## src/rtl/math_pkg.sv

```systemverilog
// Shared arithmetic helpers for elaboration-time sizing.
package math_pkg;

  function automatic int div_ceil(input int a, input int b);
    return (a + b - 1) / b;
  endfunction

endpackage

```

## src/rtl/tag_pool_pkg.sv

```systemverilog
// Sizing helpers and types shared by the tag pool and its users.
package tag_pool_pkg;

  localparam int POOL_W = 32;

  function automatic int tag_bits(input int w);
    return $clog2(w);
  endfunction

  function automatic int cnt_bits(input int w);
    return $clog2(w + 1);
  endfunction

  localparam int TAG_W = tag_bits(POOL_W);
  localparam int CNT_W = cnt_bits(POOL_W);

  typedef logic [TAG_W-1:0] tag_t;
  typedef logic [CNT_W-1:0] cnt_t;

endpackage

```

## src/rtl/e.sv

```systemverilog
// Circular leftmost-zero finder: first zero of x scanning pos-1 downward,
// wrapping to W-1 and ending at pos. Two-level search in groups of RADIX_N.
module e
  import math_pkg::*;
#(
  parameter int W       = 32,
  parameter int RADIX_N = 4
) (
  input  logic [W-1:0]         x,
  input  logic [$clog2(W)-1:0] pos,
  output logic [$clog2(W)-1:0] idx,
  output logic                 any
);

  localparam int TW = $clog2(W);
  localparam int NG = div_ceil(W, RADIX_N);
  localparam int PW = NG * RADIX_N;

  // Returns {found, index of the highest zero}; padding bits are ones.
  function automatic logic [TW:0] find_lz(input logic [PW-1:0] v);
    int   g_sel;
    int   b_sel;
    logic g_any;
    g_any = 1'b0;
    g_sel = 0;
    b_sel = 0;
    for (int g = 0; g < NG; g++) begin
      if (!(&v[g*RADIX_N +: RADIX_N])) begin
        g_any = 1'b1;
        g_sel = g;
      end
    end
    for (int b = 0; b < RADIX_N; b++) begin
      if (!v[g_sel*RADIX_N + b]) b_sel = b;
    end
    return {g_any, TW'(g_sel * RADIX_N + b_sel)};
  endfunction

  logic [PW-1:0] x_full;
  logic [PW-1:0] x_low;
  logic [TW:0]   r_full;
  logic [TW:0]   r_low;

  // Positions below pos are searched first; only if none is free do we wrap.
  always_comb begin
    x_full        = '1;
    x_full[W-1:0] = x;
    x_low         = x_full;
    for (int i = 0; i < W; i++) begin
      if (i >= int'(pos)) x_low[i] = 1'b1;
    end
    r_full = find_lz(x_full);
    r_low  = find_lz(x_low);
    any    = r_full[TW];
    idx    = r_low[TW] ? r_low[TW-1:0] : r_full[TW-1:0];
  end

endmodule

```

## src/rtl/tag_pool.sv

```systemverilog
// Tag allocator: offers a registered free tag per cycle, accepts releases,
// tracks free count and flags releases of tags that are not allocated.
module tag_pool
  import tag_pool_pkg::*;
#(
  parameter int W       = 32,
  parameter int RADIX_N = 4
) (
  input  logic                   clk,
  input  logic                   arst_n,
  output logic                   alloc_vld_o,
  output logic [$clog2(W)-1:0]   alloc_tag_o,
  input  logic                   alloc_rdy_i,
  input  logic                   rel_vld_i,
  input  logic [$clog2(W)-1:0]   rel_tag_i,
  input  logic                   flush_i,
  output logic [$clog2(W+1)-1:0] free_cnt_o,
  output logic                   full_o,
  output logic                   err_o
);

  localparam int TW = tag_bits(W);
  localparam int CW = cnt_bits(W);

  logic [W-1:0]  occ_q, occ_d;
  logic [TW-1:0] ptr_q, ptr_d;
  logic          alloc_vld_q, alloc_vld_d;
  logic [TW-1:0] alloc_tag_q, alloc_tag_d;
  logic [CW-1:0] free_cnt_q, free_cnt_d;
  logic          err_q, err_d;

  logic          alloc_fire;
  logic          rel_ok;
  logic [TW-1:0] srch_idx;
  logic          srch_any;
  int            ones;

  always_comb begin
    occ_d      = occ_q;
    ptr_d      = ptr_q;
    err_d      = err_q;
    alloc_fire = alloc_vld_q & alloc_rdy_i;
    rel_ok     = 1'b0;
    if (int'(rel_tag_i) < W) rel_ok = occ_q[rel_tag_i];

    if (flush_i) begin
      occ_d = '0;
      ptr_d = '0;
    end else begin
      if (alloc_fire) begin
        occ_d[alloc_tag_q] = 1'b1;
        ptr_d              = alloc_tag_q;
      end
      // A release of a free tag (even the one being accepted) leaves occupancy alone.
      if (rel_vld_i) begin
        if (rel_ok) occ_d[rel_tag_i] = 1'b0;
        else        err_d            = 1'b1;
      end
    end

    ones = 0;
    for (int i = 0; i < W; i++) ones += int'(occ_d[i]);
    free_cnt_d  = CW'(W - ones);
    alloc_vld_d = srch_any;
    alloc_tag_d = srch_idx;
  end

  e #(
    .W       (W),
    .RADIX_N (RADIX_N)
  ) u_find (
    .x   (occ_d),
    .pos (ptr_d),
    .idx (srch_idx),
    .any (srch_any)
  );

  always_ff @(posedge clk or negedge arst_n) begin
    if (!arst_n) begin
      occ_q       <= '0;
      ptr_q       <= '0;
      alloc_vld_q <= 1'b0;
      alloc_tag_q <= '0;
      free_cnt_q  <= CW'(W);
      err_q       <= 1'b0;
    end else begin
      occ_q       <= occ_d;
      ptr_q       <= ptr_d;
      alloc_vld_q <= alloc_vld_d;
      alloc_tag_q <= alloc_tag_d;
      free_cnt_q  <= free_cnt_d;
      err_q       <= err_d;
    end
  end

  assign alloc_vld_o = alloc_vld_q;
  assign alloc_tag_o = alloc_tag_q;
  assign free_cnt_o  = free_cnt_q;
  assign full_o      = (free_cnt_q == '0);
  assign err_o       = err_q;

endmodule
```

## config.mk

```make
export PLATFORM = sky130hd
export DESIGN_NAME = tag_pool
export DESIGN_NICKNAME = d
export VERILOG_FILES = /design/src/rtl/math_pkg.sv /design/src/rtl/tag_pool_pkg.sv /design/src/rtl/e.sv /design/src/rtl/tag_pool.sv
export SDC_FILE = /design/constraint.sdc
export NUM_CORES = 1
export LEC_CHECK = 0
export CAP_MARGIN = 10
export CORE_MARGIN = 1.5
export CORE_UTILIZATION = 63
export DETAILED_ROUTE_END_ITERATION = 16
export GPL_TIMING_DRIVEN = 1
export PLACE_DENSITY = 0.93
export SLEW_MARGIN = 20
export SYNTH_ARGS = -nofsm -noshare
export SYNTH_HDL_FRONTEND = slang
export SYNTH_SLANG_ARGS = --single-unit
export TNS_END_PERCENT = 20
```

## constraint.sdc

```tcl
create_clock -name clk -period 8.1 [get_ports clk]
set_input_delay 0.81 -clock clk [delete_from_list [all_inputs] [get_ports clk]]
set_output_delay 0.81 -clock clk [all_outputs]
set_load 0.005 [all_outputs]
```

==> results of run 1 <==
==> cell usage after synthesis, types with 5 or more instances <==
cell type	number
a21oi_1	68
inv_1	67
nor2_1	63
dfrtp_1	49
ha_1	35
nand2_1	33
fa_1	23
nor3_1	22
mux2i_1	21
nand3_1	16
o21ai_0	16
buf_2	11
clkbuf_1	11
o21a_1	10
nand4_1	9
a31oi_1	7
and2_1	7
a22oi_1	6
and3_1	6
nor2b_1	6
nor3b_1	6
or2_2	6
a211oi_1	5
a21bo_2	5
and3b_1	5
o22ai_1	5
o31a_1	5
==> final timing paths <==
path / startpoint / to / slack (ns)
max in group asynchronous: arst_n / alloc_tag_o[0] / 7.03
worst min register to register: err_o / err_o / 0.50
min in group asynchronous: arst_n / occ_q[9] / 0.61
worst max-delay path: rel_tag_i[3] / free_cnt_o[4] / 0.39
worst max register to register: alloc_tag_o[2] / free_cnt_o[4] / 1.22
worst min-delay path: err_o / err_o / 0.50
==> area by class of cell <==
cell class | count | area, µm²
tap | 105 | 131.4
fill | 621 | 2350
sequential | 50 | 1252
clock inverter | 3 | 43.79
timing repair buffer | 49 | 435.4
multi-input combinational | 485 | 3680
clock buffer | 5 | 68.82
inverter | 68 | 255.2
==> repair_timing <==
action,4_1_cts,5_1_grt
endpoints found under the setup margin,0,2
gates resized for setup,0,3
endpoints found under the hold margin,0,0
==> per-layer routing <==
metal / vias up / track usage (%)
met5: - / 0
met4: 0 / 23.51
met3: 136 / 12.52
met2: 493 / 70.92
met1: 2625 / 62.63
li1: 2342 / -
==> worst register-to-register path, cell delays in order, from the launching register on <==
cell      delay (ns)
dfrtp_1         0.79
nor3b_1         0.53
a21oi_1         0.16
a311oi_1        0.52
xnor2_1         0.19
ha_1            0.17
nor2_1          0.07
ha_1            0.28
inv_1           0.05
fa_1            0.49
inv_1           0.07
fa_1            0.43
inv_1           0.10
fa_1            0.45
fa_1            0.52
fa_1            0.56
inv_1           0.07
fa_1            0.47
inv_1           0.08
ha_1            0.17
inv_1           0.06
fa_1            0.39
xnor2_1         0.14
==> sequential cells by signal, summed over array words and instances, names as in the netlist <==
| name | count |
|---|---|
| err_o | 1 |
| free_cnt_o | 6 |
| occ_q | 32 |
| alloc_vld_o | 1 |
| alloc_tag_o | 5 |
| ptr_q | 5 |
==> power by group <==
part	switching (mW)	internal (mW)	total, mW
combinational	0.902	0.674	1.58
sequential	0.0714	0.324	0.395
clock	0.0993	0.0929	0.192
==> logic make-up (layout without fill, tap and decap cells) <==
kind of cell / after synthesis / after routing / synth area share [%]
flip-flops: 50 / 50 / 23.45
AND/OR/NAND/NOR: 211 / 211 / 21.01
buffers and inverters: 96 / 125 / 7.660
AO/OA/AOI/OAI: 188 / 188 / 25.84
XOR/XNOR: 4 / 4 / 0.6558
adder cells (fa/ha/maj): 58 / 58 / 16.82
multiplexers: 24 / 24 / 4.568
==> stage by stage <==
stage          power [mW]  worst slack [ns]  hold slack, ns
2_1_floorplan       1.446             1.039          0.4663
3_3_place_gp        1.786            0.3524          0.4534
3_5_place_dp        1.936           0.01492          0.4721
4_1_cts             2.135            0.3539          0.4969
5_1_grt             2.371            0.1086          0.5282
6_report            2.163            0.3941          0.5009
==> Implementation_results.wiki, run 1 <==
{| class="wikitable"
! Metric !! Value
|-
| Detailed-route wire length per cell || 26.39 µm
|-
| Die W || 95.08 µm
|-
| Number of DRC violations after detailed routing || 0
|-
| Synth area leaders || dfrtp_1 (23%), fa_1 (8.6%), ha_1 (8.2%), a21oi_1 (6.4%), inv_1 (4.7%)
|-
| R2R cell count || 22
|-
| Critical-path top delay cell || clkdlybuf4s50_1
|-
| Kind of path behind the tightest hold check || flop to flop
|-
| Final-stage net count || 727
|-
| Hpwl dp || 15760 µm
|-
| Clock buffer count from CTS || 5
|-
| Post-synthesis sequential element count || 50
|-
| Ys async rst share || 100.0%
|-
| Crit path max fanout || 18
|-
| Design area || 5867 µm²
|-
| Setup TNS || 0 ns
|-
| Cell class contributing the biggest share of worst-path delay || adder cells
|-
| Worst hold path depth || 1
|-
| Number of antenna diodes || 0
|-
| Final number of max-transition violations || 0
|-
| Remaining global-route overflow || 0
|-
| Core Area || 8217 µm²
|-
| Count of mapped cells out of synthesis || 631
|-
| Placed cell area || 5752 µm²
|-
| Register area share after synthesis || 23.45%
|-
| Run status || finished clean
|-
| Stages on the worst setup path || 24
|-
| Routed wire length on met3 || 2771 µm
|-
| Fmax || 129.8 MHz
|-
| Sum of routed wire segments on met1 || 7346 µm
|-
| Synth Warn # || 0
|-
| TritonCTS Sinks || 50
|-
| Type of destination of the critical path || flop
|-
| Worst max-slew margin expressed relative to the limit || 40.77%
|-
| Root Buffer Master || clkbuf_8
|-
| Row count || 33
|-
| First-pass GRT wire length || 31110 µm
|-
| Worst VDD drop || 1.120 mV
|-
| Ordered cell list for the critical path || clkdlybuf4s50_1 -> and3b_1 -> a221oi_2 -> o211ai_2 -> nor3_2 -> buf_4 -> a21boi_0 -> fa_1 -> ha_1 -> inv_1 -> fa_1 -> inv_1 -> fa_1 -> inv_1 -> fa_1 -> fa_1 -> fa_1 -> inv_1 -> fa_1 -> inv_1 -> ha_1 -> inv_1 -> fa_1 -> xnor2_1
|-
| Initial standard-cell utilization of the core || 65.01%
|-
| Data required time at the worst endpoint || 8.32 ns
|-
| Share of the synthesized area in the top cell type || 22.96%
|-
| Share of cells above drive strength 1 || 11.97%
|-
| Full die area || 9040 µm²
|-
| Prevailing post-synth register cell || dfrtp_1
|-
| GRT Overall Usage || 47.19%
|-
| Number of setup violations in the final report || 0
|-
| Standby leakage power || 2.648 nW
|-
| Synthesized net count || 699
|-
| Initial drt markers || 1048
|-
| MaxCap Viol Count || 0
|-
| Biggest area consumer among synthesized cells || dfrtp_1
|-
| Number of non-filler instances in the completed layout || 765
|-
| Number of antenna violations at the first check in global routing || 0
|-
| Vias per cell || 7.315
|-
| Critical path class || input port to flop
|-
| Count of cell types in the netlist || 87
|-
| Hold bufs inserted after CTS || 0
|-
| Period utilisation layout || 95.13%
|-
| Worst path most repeated cell || fa_1
|-
| Setup repair after global routing missed its margin || false
|-
| Final Hold Viols || 0
|-
| Antenna violation net count after detailed routing || 0
|-
| Dpl cells || 757
|-
| Leading cell type in the layout, fill and taps excluded || a21oi_1
|-
| Buffers and inverters on the worst path || 8
|-
| Top layer used by detailed routing || met4
|-
| Number of buffers added on ports || 23
|-
| EDFF count, synth || 0
|-
| Clock latency at the later pin of the worst-skew pair || 0.33 ns
|-
| Via count of the routed design || 5596
|-
| Endpoint arrival time on the critical path || 7.92 ns
|-
| Fin Clk Skew || 0.01482 ns
|-
| Post-synthesis to final-layout area growth || 9.838%
|-
| Clock-pin slew reported for the worst setup and hold paths after clock tree synthesis || 0.11 ns
|-
| Number of iterations in the first detailed-routing pass || 7
|-
| Met2 WL post-DR || 8661 µm
|-
| Most used cells in the layout excluding fill and tap cells || a21oi_1 (68), inv_1 (67), nor2_1 (63)
|-
| CTS tree || yes
|-
| Post-CTS Setup Inserts || 0
|-
| H-tree levels || 2
|-
| Die height || 95.08 µm
|-
| Synth Cell Area || 5341 µm²
|-
| Largest net degree at the start of global routing || 51
|-
| Total power per unit cell area || 368.7 nW/µm²
|-
| Type of element launching the critical path || input port
|-
| Delay of the slowest cell on the worst path || 0.73 ns
|-
| Vias in the first global route || 5472
|-
| Average footprint of a synthesized cell || 8.465 µm²
|-
| Time the final worst path needs with I/O delays and setup || 7.706 ns
|-
| Worst Max-Slew Pin Slew || 0.8885 ns
|-
| Top-level I/O count || 24
|-
| Clk buf depth || 2
|-
| GPL Wtd Cong || 1.131
|-
| Final core utilization || 71.40%
|-
| Routed wire length || 20190 µm
|}
No activity file was read; power rests on OpenSTA's default activity.
==> run 2, diff against run 1 <==
--- a/config.mk
+++ b/config.mk
@@ -5,6 +5,7 @@
 export SDC_FILE = /design/constraint.sdc
 export NUM_CORES = 1
 export LEC_CHECK = 0
+export ABC_CLOCK_PERIOD_IN_PS = 8100
 export CAP_MARGIN = 10
 export CORE_MARGIN = 1.5
 export CORE_UTILIZATION = 63
==> results of run 2 <==
No change in the layout: final DEF, timing and power equal those of run 1.
==> run 3, diff against run 2 <==
--- a/config.mk
+++ b/config.mk
@@ -5,15 +5,16 @@
 export SDC_FILE = /design/constraint.sdc
 export NUM_CORES = 1
 export LEC_CHECK = 0
-export ABC_CLOCK_PERIOD_IN_PS = 8100
+export ABC_CLOCK_PERIOD_IN_PS = 7400
 export CAP_MARGIN = 10
 export CORE_MARGIN = 1.5
-export CORE_UTILIZATION = 63
+export CORE_UTILIZATION = 62
 export DETAILED_ROUTE_END_ITERATION = 16
 export GPL_TIMING_DRIVEN = 1
-export PLACE_DENSITY = 0.93
+export PLACE_DENSITY = 0.92
 export SLEW_MARGIN = 20
 export SYNTH_ARGS = -nofsm -noshare
 export SYNTH_HDL_FRONTEND = slang
+export SYNTH_HIERARCHICAL = 1
 export SYNTH_SLANG_ARGS = --single-unit
 export TNS_END_PERCENT = 20
==> constraint.sdc (replaced) <==
create_clock -name clk -period 7.4 [get_ports clk]
set_input_delay 0.74 -clock clk [delete_from_list [all_inputs] [get_ports clk]]
set_output_delay 0.74 -clock clk [all_outputs]
set_load 0.005 [all_outputs]
==> run 3 against run 2 <==
- sequential power rose by 2%
- clock skew down 0.0070 ns
- die area is 5.9% lower
- non-clock buffer count is 19 higher
- final cell count is 10% lower
- via count shrank 13%
- clock power up 4%
- clock-buffer cell count is the same
- register-to-register slack got worse by 0.28 ns
- wire length is 22% lower
- worst hold slack worse by 0.083 ns
- sequential cell count is the same
- critical path type unchanged
- critical endpoint unchanged
- largest cell class unchanged
- largest power group unchanged
==> Implementation_results.wiki, run 3 <==
{| class="wikitable"
! Metric !! Value
|-
| TritonCTS Sinks || 50 (unchanged)
|-
| Final-stage net count || 647 (-11%)
|-
| Crit path max fanout || 13 (-5)
|-
| GPL Wtd Cong || 1.065 (-5.8%)
|-
| Initial standard-cell utilization of the core || 63.91% (-1.1 points)
|-
| CTS tree || yes
|-
| Period utilisation layout || 97.26%
|-
| Share of the synthesized area in the top cell type || 24.83% (+1.9 points)
|-
| Post-synthesis to final-layout area growth || 12.95%
|-
| Time the final worst path needs with I/O delays and setup || 7.197 ns
|-
| Clock-pin slew reported for the worst setup and hold paths after clock tree synthesis || 0.10 ns (about the same)
|-
| Most frequent cell after synthesis || a21oi_1
|-
| Clock buffer count from CTS || 5 (unchanged)
|-
| Vias in the first global route || 4820 (-12%)
|-
| Detailed-route wire length per cell || 23.02 µm (-13%)
|-
| Post-CTS Setup Inserts || 0 (unchanged)
|-
| Kind of path behind the tightest hold check || input port to async pin
|-
| Clock latency at the later pin of the worst-skew pair || 0.31 ns (-0.02 ns)
|-
| Via count of the routed design || 4852 (-13%)
|-
| Ordered cell list for the critical path || clkdlybuf4s50_1 -> buf_12 -> mux4_1 -> o22a_1 -> and4_4 -> buf_4 -> a311o_1 -> fa_1 -> ha_1 -> ha_1 -> inv_1 -> fa_1 -> fa_1 -> inv_1 -> fa_1 -> fa_1 -> inv_1 -> fa_1 -> inv_1 -> ha_1 -> fa_1 -> xor2_1
|-
| Final Hold Viols || 0 (unchanged)
|-
| Count of cell types in the netlist || 79 (-9.2%)
|-
| First-pass GRT wire length || 25160 µm (-19%)
|-
| H-tree levels || 2 (unchanged)
|-
| GRT Overall Usage || 38.74% (-8.5 points)
|-
| Count of mapped cells out of synthesis || 537 (-15%)
|-
| Critical-path top delay cell || fa_1
|-
| R2R cell count || 20 (-9.1%)
|-
| Flip-flop count of the largest register, all copies and words added || 32 (unchanged)
|-
| Fin Clk Skew || 0.007806 ns (-0.007012 ns)
|-
| Delay of the slowest cell on the worst path || 0.57 ns (-0.16 ns)
|-
| Top-level I/O count || 24 (unchanged)
|-
| Synth Cell Area || 4938 µm² (-7.5%)
|-
| Core Area || 7727 µm² (-6.0%)
|-
| Number of iterations in the first detailed-routing pass || 8 (+1)
|-
| Standby leakage power || 2.305 nW (-13%)
|-
| Number of antenna violations at the first check in global routing || 0 (unchanged)
|-
| Critical path class || input port to flop
|-
| Worst Max-Slew Pin Slew || 0.8651 ns (-0.02345 ns)
|-
| Share of cells above drive strength 1 || 17.12% (+5.2 points)
|-
| Worst hold margin || 0.4175 ns (-0.08336 ns)
|-
| Number of buffers added on ports || 23 (unchanged)
|-
| Buffers and inverters on the worst path || 7 (-1)
|-
| Endpoint of the most critical register-to-register path || free_cnt_o[4]
|-
| Worst setup path startpoint || rel_tag_i[1]
|-
| Cell class contributing the biggest share of worst-path delay || adder cells
|-
| R2R Path Start || alloc_tag_o[2]
|-
| Post-synthesis sequential element count || 50 (unchanged)
|-
| Synth Warn # || 6 (+6)
|-
| Prevailing post-synth register cell || dfrtp_1
|-
| Type of element launching the critical path || input port
|-
| Total power per unit cell area || 370.4 nW/µm² (+0.46%)
|-
| Register area share after synthesis || 25.36% (+1.9 points)
|-
| Data required time at the worst endpoint || 7.61 ns (-0.71 ns)
|-
| Full die area || 8510 µm² (-5.9%)
|-
| Number of non-filler instances in the completed layout || 686 (-10%)
|-
| Synth cell count leaders || a21oi_1 (62), dfrtp_1 (49), inv_1 (48), nor2_1 (48), ha_1 (30)
|-
| Number of DRC violations after detailed routing || 0 (unchanged)
|-
| Run status || finished clean
|-
| Die W || 92.25 µm (-3.0%)
|-
| Root Buffer Master || clkbuf_8
|-
| Initial drt markers || 675 (-36%)
|-
| Vias per cell || 7.073 (-3.3%)
|-
| Most used cells in the layout excluding fill and tap cells || a21oi_1 (62), dfrtp_1 (49), nor2_1 (48), inv_1 (48), buf_4 (44)
|-
| Endpoint arrival time on the critical path || 7.41 ns (-0.51 ns)
|-
| Die height || 92.25 µm (-3.0%)
|-
| Setup repair after global routing missed its margin || false
|-
| Final number of max-transition violations || 0 (unchanged)
|-
| Worst max-slew margin expressed relative to the limit || 41.98% (+1.2 points)
|-
| EDFF count, synth || 0 (unchanged)
|-
| Largest net degree at the start of global routing || 51 (unchanged)
|-
| Register-to-Register Setup Slack || 0.94 ns (-0.28 ns)
|-
| Clk buf depth || 2 (unchanged)
|-
| MaxCap Viol Count || 0 (unchanged)
|-
| Row count || 32 (-3.0%)
|-
| Leading cell type in the layout, fill and taps excluded || a21oi_1
|-
| Synthesized net count || 601 (-14%)
|-
| Remaining global-route overflow || 0 (unchanged)
|-
| Dpl cells || 678 (-10%)
|-
| Number of setup violations in the final report || 0 (unchanged)
|-
| Average footprint of a synthesized cell || 9.196 µm² (+8.6%)
|-
| Hpwl dp || 12090 µm (-23%)
|-
| Ys async rst share || 100.0% (unchanged)
|-
| Synth area leaders || dfrtp_1 (25%), fa_1 (9.7%), ha_1 (7.6%), a21oi_1 (6.3%), inv_1 (3.6%)
|-
| Routed wire length || 15790 µm (-22%)
|-
| Register ranked first by flip-flop count || occ_q
|-
| Fmax || 138.9 MHz
|-
| Worst path most repeated cell || fa_1
|-
| Number of fill cells in the layout || 567 (-8.7%)
|-
| Worst VDD drop || 0.3689 mV (-67%)
|-
| Antenna violation net count after detailed routing || 0 (unchanged)
|-
| Biggest area consumer among synthesized cells || dfrtp_1
|-
| Type of destination of the critical path || flop
|-
| Number of antenna diodes || 0 (unchanged)
|}
[run 3: changes by cell type in the layout (fill, tap and decap cells not counted), moves of 7 or more]
cell	previous run	this run
buf_4	25	44
inv_1	67	48
a211o_1	2	19
a211oi_1	5	21
mux2i_1	21	6
nor2_1	63	48
nor3_1	22	8
nand2_1	33	25
o21a_1	10	3
o21ai_0	14	7
o22a_1	0	7
[run 3: kinds of logic after synthesis]
group / Yosys count / share of synthesized area (%)
AOI/OAI and AO/OA: 176 / 25.54
and+or+nand+nor: 163 / 18.80
buffers and inverters: 78 / 7.601
adders and majority gates: 54 / 17.33
DFF: 50 / 25.36
muxes: 14 / 5.017
xor gates and xnor gates: 2 / 0.3548
[run 3: cell type report]
cell class	count	area, µm²	share of cell area (%)
Multi-Input combinational cell	409	3316	59.44
Inverter	49	183.9	3.297
Clock buffer	5	68.82	1.234
Tap cell	102	127.6	2.288
Timing Repair Buffer	68	585.6	10.50
Clock inverter	3	43.79	0.7851
Sequential cell	50	1252	22.45
[run 3: metal layers]
metal	vias to the layer above	part of all wire [%]	wire length (µm)	global-route usage [%]
li1	2078	-	-	-
met5	-	0	0	0
met1	2291	37	5885	49.62
met4	0	5.8	914	21.03
met3	87	11	1724	7.048
met2	396	46	7267	62.10
[run 3: power breakdown]
part           internal [mW]  leakage, nW  switching [mW]  total [mW]
registers              0.347        0.661          0.0563       0.403
logic                  0.643         1.59           0.820        1.46
clock network          0.101       0.0585          0.0981       0.200
total                   1.09         2.30           0.975        2.07
[run 3: timing repair]
action | CTS | global route
endpoints found under the setup margin | 0 | 2
gates resized for setup | 0 | 1
hold buffers | 0 | 0
hold endpoints to repair | 0 | 0
[run 3: per-stage QoR]
stage	worst slack (ns)	TNS [ns]	power, mW	cell area (µm²)	utilization [%]
CTS	0.1695	0	2.069	5570	72.09
detailed placement	-0.1623	-0.3387	1.860	5458	70.63
finish	0.2029	0	2.066	5578	72.18
global route	0.01481	0	2.244	5578	72.18
floorplan	0.3809	0	1.324	4938	-
global placement	0.008632	0	1.689	5458	70.63
[run 3: worst max path at each step]
stage	endpoint	depth (start not counted)
CTS	free_cnt_o[4]	24
finish	free_cnt_o[4]	22
floorplan	free_cnt_o[4]	24
global route	free_cnt_o[4]	24
global placement	free_cnt_o[4]	22
detailed placement	free_cnt_o[4]	22
